`config.mk`:
```
export PLATFORM = sky130hd
export DESIGN_NAME = instr_encoder_loader_flat
export DESIGN_NICKNAME = d
export VERILOG_FILES = /design/src/rtl/instr_encoder_loader_pkg.sv /design/src/rtl/instr_encoder_loader_if.sv /design/src/rtl/instr_encoder_loader_word_pack.sv /design/src/rtl/instr_encoder_loader.sv /design/src/flat_wrapper.sv
export SDC_FILE = /design/constraint.sdc
export NUM_CORES = 1
export LEC_CHECK = 0
export ABC_CLOCK_PERIOD_IN_PS = 2130
export CAP_MARGIN = 10
export CORE_ASPECT_RATIO = 0.7
export CORE_MARGIN = 1
export CORE_UTILIZATION = 30
export DETAILED_ROUTE_END_ITERATION = 7
export MAX_ROUTING_LAYER = met4
export PLACE_DENSITY = 0.59
export SYNTH_ARGS = -nofsm -noshare
export SYNTH_HDL_FRONTEND = slang
export SYNTH_SLANG_ARGS = --single-unit
```
`constraint.sdc`:
```
create_clock -name clk -period 2.13 [get_ports clk]
set_clock_uncertainty 0.15 [all_clocks]
set_input_delay 0.3195 -clock clk [delete_from_list [all_inputs] [get_ports clk]]
set_output_delay 0.3195 -clock clk [all_outputs]
set_load 0.01 [all_outputs]
```
`src/rtl/instr_encoder_loader_pkg.sv`:
```
// Shared encodings for the instruction encoder/loader: kind and ALU codes,
// ARM Op field values, FSM state encoding and the request payload struct.
package instr_enc_pkg;

  localparam int unsigned KIND_W  = 3;
  localparam int unsigned ALU_W   = 4;
  localparam int unsigned REG_W   = 4;
  localparam int unsigned IMM12_W = 12;
  localparam int unsigned IMM24_W = 24;
  localparam int unsigned WORD_W  = 32;

  localparam logic [KIND_W-1:0] KIND_DP_REG = 3'd0;
  localparam logic [KIND_W-1:0] KIND_DP_IMM = 3'd1;
  localparam logic [KIND_W-1:0] KIND_LDR    = 3'd2;
  localparam logic [KIND_W-1:0] KIND_STR    = 3'd3;
  localparam logic [KIND_W-1:0] KIND_B      = 3'd4;
  localparam logic [KIND_W-1:0] KIND_HALT   = 3'd5;

  // Values match the core's Funct[4:1] decode
  localparam logic [ALU_W-1:0] ALU_AND = 4'b0000;
  localparam logic [ALU_W-1:0] ALU_SUB = 4'b0010;
  localparam logic [ALU_W-1:0] ALU_ADD = 4'b0100;
  localparam logic [ALU_W-1:0] ALU_CMP = 4'b1010;
  localparam logic [ALU_W-1:0] ALU_ORR = 4'b1100;
  localparam logic [ALU_W-1:0] ALU_LSR = 4'b1101;
  localparam logic [ALU_W-1:0] ALU_LSL = 4'b1110;

  localparam logic [1:0] OP_DP  = 2'b00;
  localparam logic [1:0] OP_MEM = 2'b01;
  localparam logic [1:0] OP_BR  = 2'b10;

  typedef enum logic [2:0] {
    ST_IDLE    = 3'd0,
    ST_ACCEPT  = 3'd1,
    ST_WRITE   = 3'd2,
    ST_VERIFY  = 3'd3,
    ST_COMPARE = 3'd4,
    ST_DONE    = 3'd5
  } state_e;

  typedef struct packed {
    logic [KIND_W-1:0]  kind;
    logic [ALU_W-1:0]   alu_op;
    logic               set_flags;
    logic [3:0]         cond;
    logic [REG_W-1:0]   rd;
    logic [REG_W-1:0]   rn;
    logic [REG_W-1:0]   rm;
    logic [IMM12_W-1:0] imm12;
    logic [IMM24_W-1:0] imm24;
  } req_t;

  function automatic logic alu_legal(input logic [ALU_W-1:0] op);
    return (op == ALU_AND) || (op == ALU_SUB) || (op == ALU_ADD) ||
           (op == ALU_CMP) || (op == ALU_ORR) || (op == ALU_LSR) ||
           (op == ALU_LSL);
  endfunction

endpackage

```
`src/rtl/instr_encoder_loader_if.sv`:
```
// Request handshake and instruction-memory write bus of the encoder/loader.
// Readback signals exist only when ENC_READBACK_EN is defined.
interface instr_encoder_loader_if #(
  parameter int unsigned ADDR_W = 8
);
  logic              req_valid;
  logic              req_ready;
  logic [2:0]        kind;
  logic [3:0]        alu_op;
  logic              set_flags;
  logic [3:0]        cond;
  logic [3:0]        rd;
  logic [3:0]        rn;
  logic [3:0]        rm;
  logic [11:0]       imm12;
  logic [23:0]       imm24;
  logic              mem_we;
  logic [ADDR_W-1:0] mem_addr;
  logic [31:0]       mem_wdata;
`ifdef ENC_READBACK_EN
  logic              mem_re;
  logic [31:0]       mem_rdata;

  modport master (
    output req_valid, kind, alu_op, set_flags, cond, rd, rn, rm, imm12, imm24,
    output mem_rdata,
    input  req_ready, mem_we, mem_addr, mem_wdata, mem_re
  );
  modport slave (
    input  req_valid, kind, alu_op, set_flags, cond, rd, rn, rm, imm12, imm24,
    input  mem_rdata,
    output req_ready, mem_we, mem_addr, mem_wdata, mem_re
  );
`else
  modport master (
    output req_valid, kind, alu_op, set_flags, cond, rd, rn, rm, imm12, imm24,
    input  req_ready, mem_we, mem_addr, mem_wdata
  );
  modport slave (
    input  req_valid, kind, alu_op, set_flags, cond, rd, rn, rm, imm12, imm24,
    output req_ready, mem_we, mem_addr, mem_wdata
  );
`endif
endinterface

```
`src/rtl/instr_encoder_loader_word_pack.sv`:
```
// Combinational fields-to-word packer for the ARM subset, with a legal flag.
// Also usable standalone as a golden encoder.
module instr_word_pack
  import instr_enc_pkg::*;
(
  input  req_t        req,
  output logic [31:0] word_c,
  output logic        legal_c
);

  logic        s_bit;
  logic        i_bit;
  logic [3:0]  rd_f;
  logic [11:0] src2;

  always_comb begin
    word_c  = '0;
    legal_c = 1'b0;
    s_bit   = req.set_flags;
    i_bit   = (req.kind == KIND_DP_IMM);
    rd_f    = req.rd;
    src2    = i_bit ? req.imm12 : {8'b0, req.rm};
    // CMP only writes flags: S is forced on and Rd is zeroed
    if (req.alu_op == ALU_CMP) begin
      s_bit = 1'b1;
      rd_f  = 4'd0;
    end
    case (req.kind)
      KIND_DP_REG, KIND_DP_IMM: begin
        legal_c = alu_legal(req.alu_op);
        word_c  = {req.cond, OP_DP, i_bit, req.alu_op, s_bit, req.rn, rd_f, src2};
      end
      KIND_LDR, KIND_STR: begin
        legal_c = 1'b1;
        word_c  = {req.cond, OP_MEM, 1'b0, 1'b1, 1'b1, 1'b0, 1'b0,
                   (req.kind == KIND_LDR), req.rn, req.rd, req.imm12};
      end
      KIND_B: begin
        legal_c = 1'b1;
        word_c  = {req.cond, OP_BR, 2'b10, req.imm24};
      end
      KIND_HALT: legal_c = 1'b1;
      default:   legal_c = 1'b0;
    endcase
  end

endmodule

```
`src/rtl/instr_encoder_loader.sv`:
```
// Sequential instruction encoder/program loader: accepts fields, writes packed
// words to consecutive memory addresses. ENC_READBACK_EN adds a write-verify pass.
module instr_encoder_loader
  import instr_enc_pkg::*;
#(
  parameter int unsigned ADDR_W    = 8,
  parameter int unsigned BASE_ADDR = 0,
  parameter int unsigned DEPTH     = 64
) (
  input  logic                         clk,
  input  logic                         reset,
  input  logic                         start,
  instr_encoder_loader_if.slave        bus,
  output logic                         busy,
  output logic                         done,
  output logic                         err_illegal,
  output logic                         full,
`ifdef ENC_READBACK_EN
  output logic                         err_verify,
`endif
  output logic [$clog2(DEPTH+1)-1:0]   count
);

  localparam int unsigned CNT_W = $clog2(DEPTH + 1);

  state_e            state_q, state_d;
  logic [ADDR_W-1:0] addr_q, addr_d;
  logic [31:0]       wdata_q, wdata_d;
  logic [CNT_W-1:0]  count_q, count_d;
  logic              done_q, done_d;
  logic              ill_q, ill_d;
  logic              full_q, full_d;
  logic              we_q, ready_q, busy_q;
  logic              legal_c;
  logic [31:0]       word_c;
  req_t              req;
`ifdef ENC_READBACK_EN
  logic              ver_q, ver_d;
  logic              re_q;
`endif

  assign req = '{kind: bus.kind, alu_op: bus.alu_op, set_flags: bus.set_flags,
                 cond: bus.cond, rd: bus.rd, rn: bus.rn, rm: bus.rm,
                 imm12: bus.imm12, imm24: bus.imm24};

  instr_word_pack u_pack (
    .req     (req),
    .word_c  (word_c),
    .legal_c (legal_c)
  );

  always_ff @(posedge clk or negedge reset) begin
    if (!reset) state_q <= ST_IDLE;
    else        state_q <= state_d;
  end

  // Next-state and datapath next values
  always_comb begin
    state_d = state_q;
    addr_d  = addr_q;
    wdata_d = wdata_q;
    count_d = count_q;
    done_d  = done_q;
    ill_d   = ill_q;
    full_d  = full_q;
`ifdef ENC_READBACK_EN
    ver_d   = ver_q;
`endif
    case (state_q)
      ST_IDLE, ST_DONE: begin
        if (start) begin
          count_d = '0;
          done_d  = 1'b0;
          ill_d   = 1'b0;
          full_d  = 1'b0;
          addr_d  = ADDR_W'(BASE_ADDR);
`ifdef ENC_READBACK_EN
          ver_d   = 1'b0;
`endif
          state_d = ST_ACCEPT;
        end
      end
      ST_ACCEPT: begin
        if (bus.req_valid) begin
          if (!legal_c) begin
            ill_d = 1'b1;
          end else if (bus.kind == KIND_HALT) begin
            done_d  = 1'b1;
            state_d = ST_DONE;
          end else begin
            wdata_d = word_c;
            state_d = ST_WRITE;
          end
        end
      end
`ifdef ENC_READBACK_EN
      ST_WRITE:  state_d = ST_VERIFY;
      ST_VERIFY: state_d = ST_COMPARE;
      ST_COMPARE: begin
        if (bus.mem_rdata != wdata_q) ver_d = 1'b1;
`else
      ST_WRITE: begin
`endif
        count_d = count_q + CNT_W'(1);
        addr_d  = addr_q + ADDR_W'(4);
        if (count_d == CNT_W'(DEPTH)) begin
          full_d  = 1'b1;
          done_d  = 1'b1;
          state_d = ST_DONE;
        end else begin
          state_d = ST_ACCEPT;
        end
      end
      default: state_d = ST_IDLE;
    endcase
  end

  // Datapath and registered outputs decoded from the next state
  always_ff @(posedge clk or negedge reset) begin
    if (!reset) begin
      addr_q  <= ADDR_W'(BASE_ADDR);
      wdata_q <= '0;
      count_q <= '0;
      done_q  <= 1'b0;
      ill_q   <= 1'b0;
      full_q  <= 1'b0;
      we_q    <= 1'b0;
      ready_q <= 1'b0;
      busy_q  <= 1'b0;
`ifdef ENC_READBACK_EN
      ver_q   <= 1'b0;
      re_q    <= 1'b0;
`endif
    end else begin
      addr_q  <= addr_d;
      wdata_q <= wdata_d;
      count_q <= count_d;
      done_q  <= done_d;
      ill_q   <= ill_d;
      full_q  <= full_d;
      we_q    <= (state_d == ST_WRITE);
      ready_q <= (state_d == ST_ACCEPT);
      busy_q  <= (state_d != ST_IDLE) && (state_d != ST_DONE);
`ifdef ENC_READBACK_EN
      ver_q   <= ver_d;
      re_q    <= (state_d == ST_VERIFY);
`endif
    end
  end

  assign bus.req_ready = ready_q;
  assign bus.mem_we    = we_q;
  assign bus.mem_addr  = addr_q;
  assign bus.mem_wdata = wdata_q;
  assign busy          = busy_q;
  assign done          = done_q;
  assign err_illegal   = ill_q;
  assign full          = full_q;
  assign count         = count_q;
`ifdef ENC_READBACK_EN
  assign bus.mem_re    = re_q;
  assign err_verify    = ver_q;
`endif

endmodule

```
`src/flat_wrapper.sv`:
```
// flat-port wrapper written by rule: the top's interface ports become plain ports
module instr_encoder_loader_flat import instr_enc_pkg::*;
#(
  parameter int unsigned ADDR_W    = 8,
  parameter int unsigned BASE_ADDR = 0,
  parameter int unsigned DEPTH     = 64
)
  (clk, reset, start, busy, done, err_illegal, full, count, bus_req_valid, bus_kind, bus_alu_op, bus_set_flags, bus_cond, bus_rd, bus_rn, bus_rm, bus_imm12, bus_imm24, bus_req_ready, bus_mem_we, bus_mem_addr, bus_mem_wdata);
  instr_encoder_loader_if #(.ADDR_W(ADDR_W)) bus_i ();
  input  logic clk;
  input  logic reset;
  input  logic start;
  output logic busy;
  output logic done;
  output logic err_illegal;
  output logic full;
  output logic [$clog2(DEPTH+1)-1:0] count;
  input wire logic [$bits(bus_i.req_valid)-1:0] bus_req_valid;
  input wire logic [$bits(bus_i.kind)-1:0] bus_kind;
  input wire logic [$bits(bus_i.alu_op)-1:0] bus_alu_op;
  input wire logic [$bits(bus_i.set_flags)-1:0] bus_set_flags;
  input wire logic [$bits(bus_i.cond)-1:0] bus_cond;
  input wire logic [$bits(bus_i.rd)-1:0] bus_rd;
  input wire logic [$bits(bus_i.rn)-1:0] bus_rn;
  input wire logic [$bits(bus_i.rm)-1:0] bus_rm;
  input wire logic [$bits(bus_i.imm12)-1:0] bus_imm12;
  input wire logic [$bits(bus_i.imm24)-1:0] bus_imm24;
  output wire logic [$bits(bus_i.req_ready)-1:0] bus_req_ready;
  output wire logic [$bits(bus_i.mem_we)-1:0] bus_mem_we;
  output wire logic [$bits(bus_i.mem_addr)-1:0] bus_mem_addr;
  output wire logic [$bits(bus_i.mem_wdata)-1:0] bus_mem_wdata;
  assign bus_i.req_valid = bus_req_valid;
  assign bus_i.kind = bus_kind;
  assign bus_i.alu_op = bus_alu_op;
  assign bus_i.set_flags = bus_set_flags;
  assign bus_i.cond = bus_cond;
  assign bus_i.rd = bus_rd;
  assign bus_i.rn = bus_rn;
  assign bus_i.rm = bus_rm;
  assign bus_i.imm12 = bus_imm12;
  assign bus_i.imm24 = bus_imm24;
  assign bus_req_ready = bus_i.req_ready;
  assign bus_mem_we = bus_i.mem_we;
  assign bus_mem_addr = bus_i.mem_addr;
  assign bus_mem_wdata = bus_i.mem_wdata;
  instr_encoder_loader #(.ADDR_W(ADDR_W), .BASE_ADDR(BASE_ADDR), .DEPTH(DEPTH)) u_core (.clk(clk), .reset(reset), .start(start), .bus(bus_i), .busy(busy), .done(done), .err_illegal(err_illegal), .full(full), .count(count));
endmodule
```
## Yosys cells after proc, flatten, opt, wreduce, memory -nomap -nowiden

Cells that the tools add are included.
Widths: inputs -> output; s select.

- Equal/unequal tests: 24
- Bitwise operators: 1
- Multiplexer cells: 25
- Add/sub/neg operators: 2
- Reductions and logical operators: 23

Operators with widths:

| operator | number |
|---|---|
| $pmux 32 s3 | 1 |
| $eq 4x4->1 const B | 4 |
| $pmux 8 s2 | 1 |
| $mux 3 | 5 |
| $pmux 7 s2 | 1 |
| $eq 3x2->1 const B | 4 |
| $mux 12 | 1 |
| $eq 3x1->1 const B | 3 |
| $eq 3x3->1 const B | 3 |
| $pmux 3 s3 | 1 |
| $add 8x3->8 const B | 1 |
| $mux 1 | 8 |
| $mux 8 | 1 |
| $reduce_and 4->1 | 2 |
| $add 7x1->7 const B | 1 |
| $eq 7x7->1 const B | 1 |
| $mux 7 | 1 |
| $logic_not 3->1 | 2 |
| $logic_or 1x1->1 | 6 |
| $ne 2x1->1 const B | 3 |
| $ne 2x2->1 const B | 3 |
| $pmux 1 s2 | 3 |
| $reduce_and 6->1 | 1 |
| $reduce_bool 3->1 | 2 |
| 13 further kinds | 16 |

- Logic and storage cells: 85
- Register bits after elaboration: 56
- Input port bits: 64
- Output and inout port bits: 53

## Longest topological paths before layout

- Depth after elaboration: 13
- Gate-level depth with buffers: 7
- Gate-level depth less buffers: 6

## Modules after synthesis

From an unflattened synthesis, not the netlist that was laid out.

- Cells, all modules: 264
- Area total of the unflattened synthesis: 3104.2 um^2

Modules (own cells, without submodules):

| module | instances | area each (um^2) | seq. area each (um^2) | cells each |
|---|---|---|---|---|
| instr_encoder_loader | 1 | 2551.2 | 1351.3 | 197 |
| instr_word_pack | 1 | 553.0 | 0.0 | 67 |

## Worst setup path before layout

Ideal clock, no wire load.

- Kind: input to register
- From: input port bus_kind[1]
- To: register u_core.wdata_q[10] (netlist: u_core.bus.mem_wdata[10])
- Arrival time: 1780 ps
- Library setup time: 125 ps
- Data required time: 1855 ps
- Buffers on the path: 2
- Stages on the path: 6
- Setup slack: 75 ps
- Path through: or2_1 buf_6 and2_4 nor4_4 buf_6 mux2_4

- Cells in the longest elaborated chain, start to end: 4
- Elaborated cells between the ends (all ways): 14
- Classes of those cells: eq/ne: 5; mux: 3; bitwise: 1; reduce/logical: 5

Ends and longest elaborated chain:

| element | RTL line | RTL |
|---|---|---|
| start: declaration | flat_wrapper.sv:19 | `input wire logic [$bits(bus_i.kind)-1:0] bus_kind;` |
| $eq 3x2->1, or another cell as far along | instr_encoder_loader_word_pack.sv:28 | `case (req.kind)` |
| $reduce_or 4->1 (no line) / $reduce_or 2->1 (equally long branches) | -- |  |
| $pmux 1 s2 | instr_encoder_loader_word_pack.sv:28 |  |
| $reduce_and 4->1 (no line) | -- |  |
| end signal: assignment | instr_encoder_loader.sv:136 | `wdata_q <= wdata_d;` |
| end: declaration | instr_encoder_loader.sv:28 | `logic [31:0] wdata_q, wdata_d;` |

Several ways; a longest one is shown, not always the timed one.
A chain may end at the register's enable or synchronous reset.

## Worst setup path in the final report

- From: input port bus_alu_op[0]
- To: register u_core.wdata_q[22] (netlist: u_core.bus.mem_wdata[22])

- Cells in the longest elaborated chain, start to end: 9
- Elaborated cells between the ends (all ways): 15
- Classes of those cells: eq/ne: 6; mux: 1; reduce/logical: 8

Ends and longest elaborated chain:

| element | RTL line | RTL |
|---|---|---|
| start: declaration | flat_wrapper.sv:20 | `input wire logic [$bits(bus_i.alu_op)-1:0] bus_alu_op;` |
| $eq 4x2->1 / $logic_not 4->1 (equally long branches) | instr_encoder_loader_pkg.sv:54 | `return (op == ALU_AND) \|\| (op == ALU_SUB) \|\| (op == ALU_ADD) \|\|` |
| $logic_or 1x1->1 (3 in a row) | instr_encoder_loader_pkg.sv:54 |  |
| $logic_or 1x1->1 (2 in a row) | instr_encoder_loader_pkg.sv:55 | `(op == ALU_CMP) \|\| (op == ALU_ORR) \|\| (op == ALU_LSR) \|\|` |
| $logic_or 1x1->1 * | instr_encoder_loader_pkg.sv:55 |  |
| $pmux 1 s2 * | instr_encoder_loader_word_pack.sv:28 |  |
| $reduce_and 4->1 (no line) * | -- |  |

Every way passes the cells marked *; elsewhere a longest branch is shown, timed or not.

==> flow_summary.toml <==
[timing]
fmax_ghz = 0.491
fin_setup_tns_ns = 0
fin_crit_sh = 0.955
finalSetupViolCount = 0
hold_viol_final = 0
worstMarginPinSlew_ns = 0.565
drv_slew = 0
relSlewSlack = 0.623
rsz0062_at_grt = "no"
period_needed_ns = 2.04

[detailed_routing]
drc = 0
wire_per_inst_um = 14.6
dr.pass1.iters = 4
drt-vias-per-instance = 4.75
drt-total-wl_mm = 7.93
ant_nets = 0
dr_total_vias = 2572
drt_iter0_markers = 116

[synthesis]
synth_top_family_by_area = "multiplexers"
synthArstFlopShare = 1.00
syn_inst = 289
syn_avg_cell_area_um2 = 10.2
ys_warn_count = 0
synthSimpleGateAreaFrac = 0.156
yosys.area_share.xor_xnor = 0.00889
synthMuxAreaShare = 0.166
synth_fa_ha_area_frac = 0.00847
syn_area_mm2 = 0.00296
synth_top_area_share = 0.457
synth.distinct_cells = 46
ys_ff_latch = 54
synth_compound_area_frac = 0.144
synth-edff-count = 0
seq_area_frac_synth = 0.457
yosys.area.top_type = "dfrtp_1"
synth_flop_cell = "dfrtp_1"
synth_area_leaders = "dfrtp_1 (46%), mux2_4 (12%), o21ai_0 (6.3%), nand2_1 (3.7%), mux2i_1 (3.4%)"

[die]
core_mm2 = 0.00933
num_rows = 29
die_w_um = 121
die_h_um = 85.0
ios = 117
die_area_mm2 = 0.0103
start_util = 0.317

[critical_path]
cp_slowest_cell = "clkdlybuf4s50_1"
reg2reg_depth = 5
setup.worst_path.end_class = "flop"
crit_fanout = 9
arrival_ns = 2.06
cp-start-kind = "input port"
critical-path-top-delay-family = "buffers and inverters"
cp_num_buf_inv = 3
cp.required_ns = 2.15
path_depth = 7
path_class = "input port to flop"
worstPathCellList = "clkdlybuf4s50_1, mux2i_1, a211oi_2, nor4_4, buf_6, clkbuf_16, mux2_4"
worst_path_largest_cell_delay_ns = 0.55

[placement]
dpl.cell_count = 531
port_buffers = 114
dp_hpwl_mm = 5.86
place.gp.congestion = 0.811

[final_layout]
seqCellArea_mm2 = 0.00135
finalNonFillerCells = 542
insertedDiodeCount = 0
area_delta_synth_final_pct = 53.7
layout.nets = 483
fill_cells = 879
drive_gt1_frac = 0.167
multi_input_area_mm2 = 0.00144

[clocking]
numCtsBuffers = 5
htreeDepth = 2
cts_buffer_depth = 2
cts.sinks = 54
cts.clk_slew.worst_paths_ns = 0.07
clock_latency_ns = 0.29
cts-root-buf = "clkbuf_16"
tritoncts = "yes"

[pwr]
leakage_nw = 1.97
clkPwrFrac = 0.186
switching_share = 0.305
power_frac_comb = 0.442
seqPwrFrac = 0.372
p_per_area_mw_per_mm2 = 972
power.net_switching_mw = 1.35
intPower_mw = 3.07
ir_drop_mv = 0.462

[global_route]
grt_max_degree = 36
grt_use_total = 0.162
antenna_found_initial = 0
grt.overflow.total = 0
grt_pass1_vias = 2454
grt_first_pass_wirelength_mm = 12.7

[run_status]
outcome = "complete, no violations"

[run]
drv_cap = 0

[hold_path]
holdCritPathClass = "input port to flop"
min_path_cells = 3
power by group through the flow:
stage,clock (mW),sequential (mW),combinational [mW]
after floorplan,0,1.75,0.779
after global placement,0,1.65,1.91
after detailed placement,0,1.64,1.94
after CTS,0.847,1.64,1.95
after global routing,0.899,1.69,2.10
final,0.822,1.64,1.95
placed cells by master (no fill, tap or decap), drive strengths merged, types with 4 or more instances in the layout:
cell type,netlist,layout
inv,13,13
and2,5,5
nor2,17,17
a21oi,9,9
clkdlybuf4s50,0,109
mux2,27,27
nand2,29,29
clkbuf,6,7
o21ai,37,37
a22o,7,7
nand3,20,20
mux2i,10,10
nor2b,4,4
buf,12,24
nand2b,5,5
dfrtp,54,54
metrics by stage:
stage               hold WS (ns)  instance area, µm²  power [mW]  utilization  setup WS, ns
floorplan                 -0.126                2960        2.53            -        0.0752
global placement           0.193                4330        3.57        0.464        -0.260
detailed placement         0.204                4330        3.59        0.464        -0.255
CTS                        0.289                4490        4.43        0.482        0.0360
global route               0.313                4540        4.69        0.487        0.0342
finish                     0.300                4540        4.42        0.487        0.0949
cell usage after synthesis (2+ instances only):
| cell type | instances |
|---|---|
| dfrtp_1 | 54 |
| o21ai_0 | 37 |
| nand2_1 | 29 |
| mux2_4 | 23 |
| nand3_1 | 20 |
| nor2_1 | 17 |
| inv_1 | 13 |
| mux2i_1 | 10 |
| a21oi_1 | 9 |
| a22o_1 | 7 |
| buf_4 | 7 |
| clkbuf_1 | 6 |
| nand2b_1 | 5 |
| buf_6 | 4 |
| mux2_2 | 4 |
| nor2b_1 | 4 |
| and2_1 | 3 |
| and3_1 | 3 |
| o31ai_1 | 3 |
| ha_1 | 2 |
| nor3_1 | 2 |
| o41ai_1 | 2 |
| xnor2_1 | 2 |
routing by layer:
layer	global-route usage	wire length, µm	share of wire
met1	0.240	4020	0.51
met2	0.222	3370	0.43
met3	0.0336	471	0.059
met4	0.0438	65	0.0082
met5	-	0	0
final cells by class:
cell class,instances,share of cell area
clock buffers,6,0.0306
clock inverters,2,0.00275
inverters,13,0.0107
multi-input cells,205,0.318
flip-flops and latches,54,0.298
well taps,124,0.0342
repair buffers,138,0.307
registers in the layout, summed over array words and instances (netlist names):
signal                count
u_core.bus.req_ready      1
u_core.count              7
u_core.err_illegal        1
u_core.done               1
u_core.full               1
u_core.busy               1
u_core.state_q            3
u_core.bus.mem_addr       6
u_core.bus.mem_we         1
u_core.bus.mem_wdata     32
tightest hold or removal path, cell delays in order:
cell and delay [ns]:
buf_2 0.15, a21oi_1 0.16, o31ai_1 0.07
final timing paths:
path | start | to | slack, ns
setup reg to reg | u_core.state_q[2] | u_core.bus.mem_wdata[5] | 0.24
hold / removal | bus_kind[2] | u_core.err_illegal | 0.30
hold reg to reg | u_core.bus.mem_addr[7] | u_core.bus.mem_addr[7] | 0.35
max in group asynchronous | reset | u_core.bus.mem_wdata[20] | 0.86
min in group asynchronous | reset | u_core.bus.mem_wdata[30] | 0.40
setup / recovery | bus_alu_op[0] | u_core.bus.mem_wdata[22] | 0.09
cell families (layout without fill, tap and decap cells):
logic type	count (synthesis)	after routing
AND/OR/NAND/NOR	92	92
buffers and inverters	31	159
adder cells (fa/ha/maj)	2	2
other	1	2
AO/OA/AOI/OAI	69	69
multiplexers	37	37
flip-flops	54	54
XOR/XNOR	3	3
timing repair:
item | CTS | global route
buffers inserted | 0 | 1
endpoints found under the hold margin | 23 | 0
endpoints found under the setup margin | 0 | 28
hold buffers | 1 | 0
resized for setup | 0 | 7
Power figures use the tool's default switching activity.
